==> config.mk <==
export PLATFORM = sky130hd
export DESIGN_NAME = debug_trace_fifo_flat
export DESIGN_NICKNAME = d
export VERILOG_FILES = /design/src/rtl/debug_trace_fifo_if.sv /design/src/rtl/debug_trace_fifo.sv /design/src/flat_wrapper.sv
export SDC_FILE = /design/constraint.sdc
export NUM_CORES = 1
export LEC_CHECK = 0
export BUFFER_PORTS_ARGS = -buffer_cell sky130_fd_sc_hd__buf_4
export CAP_MARGIN = 20
export CORE_MARGIN = 4
export CORE_UTILIZATION = 40
export CTS_BUF_LIST = sky130_fd_sc_hd__clkbuf_16
export DETAILED_ROUTE_END_ITERATION = 12
export GPL_TIMING_DRIVEN = 0
export MAX_ROUTING_LAYER = met4
export SYNTH_ARGS = -nofsm -noshare
export SYNTH_HDL_FRONTEND = slang
export SYNTH_SLANG_ARGS = --single-unit
==> constraint.sdc <==
create_clock -name cpu_clk -period 11.8 [get_ports cpu_clk]
set_clock_uncertainty 0.15 [all_clocks]
set_input_delay 2.36 -clock cpu_clk [delete_from_list [all_inputs] [get_ports cpu_clk]]
set_output_delay 2.36 -clock cpu_clk [all_outputs]
set_load 0.05 [all_outputs]
==> src/rtl/debug_trace_fifo_if.sv <==
// debug_trace_fifo_if: nibble stream from the trace buffer to the board debug pins
interface debug_trace_fifo_if;
    logic [3:0] dout;
    logic       dout_valid;
    logic       dout_first;
    logic       dout_ready;
    modport master (output dout, dout_valid, dout_first, input dout_ready);
    modport slave  (input dout, dout_valid, dout_first, output dout_ready);
endinterface

==> src/rtl/debug_trace_fifo.sv <==
// debug_trace_fifo: buffers retired-instruction records and streams the selected field as nibbles
module debug_trace_fifo #(
    parameter int DEPTH  = 8,
    parameter int DROP_W = 16
) (
    input  logic                   cpu_clk,
    input  logic                   cpu_aresetn,
    input  logic                   clear,
    input  logic                   debug_wb_valid,
    input  logic [31:0]            debug_wb_pc,
    input  logic [31:0]            debug_wb_instr,
    input  logic [31:0]            debug_wb_rf_wdata,
    input  logic [1:0]             mode,
    debug_trace_fifo_if.master     trace,
    output logic [$clog2(DEPTH):0] level,
    output logic                   overflow,
    output logic [DROP_W-1:0]      drop_cnt
);
    localparam int AW = $clog2(DEPTH);
    typedef enum logic {IDLE, SHIFT} state_t;
    state_t      state;
    logic [95:0] mem [DEPTH];
    logic [AW:0] wptr, rptr;
    logic [31:0] shreg;
    logic [2:0]  nib;
    logic [95:0] head;
    logic [31:0] field;
    logic        empty, full, active, push_req, pop, push, drop;
    assign head     = mem[rptr[AW-1:0]];
    assign field    = mode == 2'd0 ? head[95:64] : mode == 2'd1 ? head[63:32] : head[31:0];
    assign empty    = wptr == rptr;
    assign full     = (wptr[AW] != rptr[AW]) && (wptr[AW-1:0] == rptr[AW-1:0]);
    assign active   = mode != 2'd3;
    assign push_req = debug_wb_valid && active;
    // a word leaves the FIFO when idle, or back-to-back as the last nibble is accepted
    assign pop      = (state == IDLE || (trace.dout_ready && nib == 3'd0)) && !empty && active;
    assign push     = push_req && (!full || pop);
    assign drop     = push_req && !push;
    assign level    = wptr - rptr;
    always_ff @(posedge cpu_clk)
        if (push && !clear) mem[wptr[AW-1:0]] <= {debug_wb_pc, debug_wb_instr, debug_wb_rf_wdata};
    always_ff @(posedge cpu_clk or negedge cpu_aresetn) begin
        if (!cpu_aresetn) begin
            state            <= IDLE;
            wptr             <= '0;
            rptr             <= '0;
            shreg            <= '0;
            nib              <= '0;
            overflow         <= 1'b0;
            drop_cnt         <= '0;
            trace.dout       <= '0;
            trace.dout_valid <= 1'b0;
            trace.dout_first <= 1'b0;
        end else if (clear) begin
            state            <= IDLE;
            wptr             <= '0;
            rptr             <= '0;
            shreg            <= '0;
            nib              <= '0;
            overflow         <= 1'b0;
            drop_cnt         <= '0;
            trace.dout       <= '0;
            trace.dout_valid <= 1'b0;
            trace.dout_first <= 1'b0;
        end else begin
            if (push) wptr <= wptr + 1'b1;
            if (pop) rptr <= rptr + 1'b1;
            if (drop) begin
                overflow <= 1'b1;
                if (drop_cnt != '1) drop_cnt <= drop_cnt + 1'b1;
            end
            // shreg holds the not-yet-presented nibbles, MSB first
            if (pop) begin
                state            <= SHIFT;
                shreg            <= {field[27:0], 4'h0};
                nib              <= 3'd7;
                trace.dout       <= field[31:28];
                trace.dout_valid <= 1'b1;
                trace.dout_first <= 1'b1;
            end else if (state == SHIFT && trace.dout_ready) begin
                if (nib == 3'd0) begin
                    state            <= IDLE;
                    trace.dout_valid <= 1'b0;
                    trace.dout_first <= 1'b0;
                end else begin
                    nib              <= nib - 3'd1;
                    shreg            <= shreg << 4;
                    trace.dout       <= shreg[31:28];
                    trace.dout_first <= 1'b0;
                end
            end
        end
    end
endmodule
==> src/flat_wrapper.sv <==
// flat-port wrapper written by rule: the top's interface ports become plain ports
module debug_trace_fifo_flat 
#(
    parameter int DEPTH  = 8,
    parameter int DROP_W = 16
)
  (cpu_clk, cpu_aresetn, clear, debug_wb_valid, debug_wb_pc, debug_wb_instr, debug_wb_rf_wdata, mode, level, overflow, drop_cnt, trace_dout, trace_dout_valid, trace_dout_first, trace_dout_ready);
  debug_trace_fifo_if trace_i ();
  input  logic cpu_clk;
  input  logic cpu_aresetn;
  input  logic clear;
  input  logic debug_wb_valid;
  input  logic [31:0] debug_wb_pc;
  input  logic [31:0] debug_wb_instr;
  input  logic [31:0] debug_wb_rf_wdata;
  input  logic [1:0] mode;
  output logic [$clog2(DEPTH):0] level;
  output logic overflow;
  output logic [DROP_W-1:0] drop_cnt;
  output wire logic [$bits(trace_i.dout)-1:0] trace_dout;
  output wire logic [$bits(trace_i.dout_valid)-1:0] trace_dout_valid;
  output wire logic [$bits(trace_i.dout_first)-1:0] trace_dout_first;
  input wire logic [$bits(trace_i.dout_ready)-1:0] trace_dout_ready;
  assign trace_dout = trace_i.dout;
  assign trace_dout_valid = trace_i.dout_valid;
  assign trace_dout_first = trace_i.dout_first;
  assign trace_i.dout_ready = trace_dout_ready;
  debug_trace_fifo #(.DEPTH(DEPTH), .DROP_W(DROP_W)) u_core (.cpu_clk(cpu_clk), .cpu_aresetn(cpu_aresetn), .clear(clear), .debug_wb_valid(debug_wb_valid), .debug_wb_pc(debug_wb_pc), .debug_wb_instr(debug_wb_instr), .debug_wb_rf_wdata(debug_wb_rf_wdata), .mode(mode), .trace(trace_i), .level(level), .overflow(overflow), .drop_cnt(drop_cnt));
endmodule
==> impl_metrics.toml <==
[timing]
rsz0062_at_grt = "no"
finalSetupTns_ns = 0
setup_viol = 0
worstMarginPinSlew_ns = 1.019
post-route-period-util_pct = 50.45
fin_crit_ns = 5.953
timing.fmax_mhz = 168.0
slew_violations = 0
max_slew_margin_pct = 31.90
hold_viol_final = 0

[logic_synthesis]
synth_flop_cell = "edfxtp_1"
synth_cell_types = 63
ys_seq_elements = 830
syn_area_um2 = 32620
synth_enable_flop_cells = 768
synthCells = 1643
seq_area_frac_synth_pct = 75.46
syn_nets = 1755
synth_warnings = 0
avgSynthCellArea_um2 = 19.85
ys_async_sr_fraction_pct = 7.470

[power_and_ir_drop]
power_w = 0.007285
p_per_area_nw_per_um2 = 188.1
p_leak_nw = 12.70
p_int_w = 0.005395
seqPwrFrac_pct = 46.2
power_switching_w = 0.001890
swShare_pct = 25.94
p_comb_share_pct = 18.2
p_clk_share_pct = 35.6
vdd_ir_drop_max_mv = 0.1267

[routing]
drc_errors = 0
wl_per_cell_um = 25.92
drt_pre_antenna_iters = 5
wl_mm = 80.00
ant_nets = 0
drt_iter0_drc = 1451
via_per_inst = 5.413
vias = 16709

[hold_path]
whs_path_depth = 1
holdPathEnd = "u_core.shreg[7]$_DFFE_PN0P_"
worstHoldStart = "u_core.shreg[7]$_DFFE_PN0P_"
hp-class = "flip-flop to flip-flop"

[clock_tree]
cts-root-buf = "clkbuf_16"
cts_tree = "built"
numCtsBuffers = 83
clock_sinks = 830
insertion_delay_ns = 0.63
ctsHoldBuffers = 0
cts_setup_buffers = 0
path_clk_slew_ns = 0.06
cts_max_level = 3
ctsResizeCount = 0
clock_path_buffers = 3

[floorplan]
die_h_um = 293.6
ioPinCount = 130
die_w_um = 293.6
coreArea_um2 = 80680
die_area_um2 = 86180
initial_core_util_pct = 40.43
rows = 104

[global_routing]
grt_pass1_wl_mm = 117.5
met1_usage_pct = 24.35
busiest_layer = "met2"
track_usage_pct = 19.17
grt-ovfl-total = 0
grt_antenna_before_repair = 13
use_met2_pct = 31.49
grt_max_degree = 63
grtUsageMet3_pct = 3.900
grt_pass1_vias = 17421

[worst_setup_path]
reg2reg_from = "u_core.rptr[1]$_DFFE_PN0P_"
critPathTopFamily = "buffers and inverters"
slowest_stage = "clkbuf_1"
worstPathMaxFanout = 10
rr_worst_depth = 12
arrival_ns = 3.44
worstReg2RegEnd = "u_core.mem[2][42]$_DFFE_PP_"
crit_path_start_kind = "flip-flop"
cp_slowest_stage_delay_ns = 0.76
r2r_setup_slack_ns = 6.84
cp_num_buf_inv = 3
crit_required_ns = 9.29
crit_type = "flip-flop to output port"
crit_chain = "inv_1 > clkbuf_1 > ha_1 > a21o_1 > a21oi_1 > xor2_1 > buf_4"
crit_path_end_kind = "output port"

[cells_and_area]
nNetsFinal = 2057
drive_above_1_share_pct = 28.90
area_growth_pct = 18.72
postLayoutCellArea_um2 = 38720

[run]
drv_cap = 0

[placement]
dpl-instance-area_um2 = 35960
gp_congestion = 0.8348
portBuffers = 126
dp_hpwl_mm = 58.06

[status]
status = "finished clean"
-- metrics by stage --
stage	cells	util [%]	worst slack, ns	hold WS [ns]
2_1_floorplan	1643	-	-1.360	0.2930
3_3_place_gp	2829	43.26	-11.29	0.3279
3_5_place_dp	2920	44.58	5.961	0.3285
4_1_cts	3074	47.96	5.755	0.3426
5_1_grt	3087	48.00	5.661	0.3694
6_report	3087	48.00	5.847	0.3463
-- worst max-delay path by stage --
stage	slack (ns)	startpoint	cells past startpoint	end
6_report	5.85	u_core.rptr[1]$_DFFE_PN0P_	7	level[3]
5_1_grt	5.66	u_core.rptr[1]$_DFFE_PN0P_	7	level[3]
4_1_cts	5.76	u_core.rptr[1]$_DFFE_PN0P_	7	level[3]
3_5_place_dp	5.96	clear	10	u_core.mem[2][42]$_DFFE_PP_
3_3_place_gp	-11.29	clear	5	u_core.mem[3][14]$_DFFE_PP_
2_1_floorplan	-1.36	mode[1]	5	u_core.mem[2][0]$_DFFE_PP_
-- metal layers --
metal / vias up / share of wire (%) / routed length [µm]
met5: - / 0 / 0
met3: 104 / 6.3 / 5060
met4: 0 / 2.4 / 1891
met1: 8738 / 41 / 32830
li1: 7371 / - / -
met2: 496 / 50 / 40220
-- cell families after synthesis --
kind of cell / share of synthesized area [%]
flops: 75.46
mux: 13.80
simple gates: 3.357
compound gates: 4.734
buf+inv: 1.964
xor+xnor: 0.3184
fa+ha+maj: 0.3683
-- synth_stat cells (3+ instances only) --
library cell / count / area share, %
o2111ai_2: 19 / 0.87
a22oi_1: 53 / 1.2
o41ai_1: 5 / 0.13
mux4_2: 132 / 9.1
buf_2: 28 / 0.43
o22ai_1: 16 / 0.31
nor2_1: 46 / 0.53
nand4_1: 6 / 0.12
xnor2_1: 4 / 0.11
nand2_1: 83 / 0.96
and3_1: 30 / 0.58
edfxtp_1: 768 / 71
nor4_1: 5 / 0.096
o2111ai_1: 7 / 0.19
buf_4: 18 / 0.41
o21ai_0: 9 / 0.14
o32ai_1: 6 / 0.16
buf_6: 9 / 0.31
o31ai_1: 3 / 0.069
o32ai_2: 19 / 0.95
ha_1: 8 / 0.31
xor2_1: 6 / 0.16
or3_1: 6 / 0.12
clkbuf_1: 32 / 0.37
buf_12: 3 / 0.18
mux2_2: 5 / 0.17
inv_1: 19 / 0.22
mux2i_1: 147 / 4.5
a21oi_1: 17 / 0.26
nand3_1: 13 / 0.20
dfrtp_1: 62 / 4.8
nor3_1: 19 / 0.29
or4_1: 4 / 0.092
-- area by class of cell --
type | instances | area [µm²]
Antenna cell | 13 | 32.53
Buffer | 93 | 569.3
Clock buffer | 87 | 2177
Clock inverter | 67 | 553.0
Fill cell | 6703 | 41950
Inverter | 19 | 71.32
Multi-Input combinational cell | 701 | 7428
Sequential cell | 830 | 24610
Tap cell | 1060 | 1326
Timing Repair Buffer | 217 | 1953
-- registers in the layout (all words and copies together), names as in the netlist --
| signal | flops |
|---|---|
| u_core.wptr | 4 |
| u_core.overflow | 1 |
| u_core.shreg | 28 |
| u_core.mem | 768 |
| u_core.drop_cnt | 16 |
| u_core.rptr | 4 |
| u_core.trace.dout_first | 1 |
| u_core.nib | 3 |
| u_core.trace.dout | 4 |
| u_core.trace.dout_valid | 1 |
-- power groups by stage --
stage               clock network, W  registers [W]  logic (W)
floorplan                          0        0.00342   0.000912
global placement                   0        0.00344    0.00131
detailed placement                 0        0.00342    0.00134
CTS                          0.00265        0.00336    0.00134
global route                 0.00279        0.00336    0.00142
finish                       0.00260        0.00336    0.00133
-- cell usage in the layout (no fill, tap or decap), drive strengths merged, types with 16 or more instances in the layout --
cell type  instances
dfrtp             62
o32ai             25
mux4             132
clkbuf           120
nor3              19
and3              31
o22ai             16
a21oi             18
nor2              46
clkinv            34
edfxtp           768
o2111ai           26
buf              277
a22oi             53
nand2             85
inv               42
mux2i            147
No activity file was read; power rests on OpenSTA's default activity.
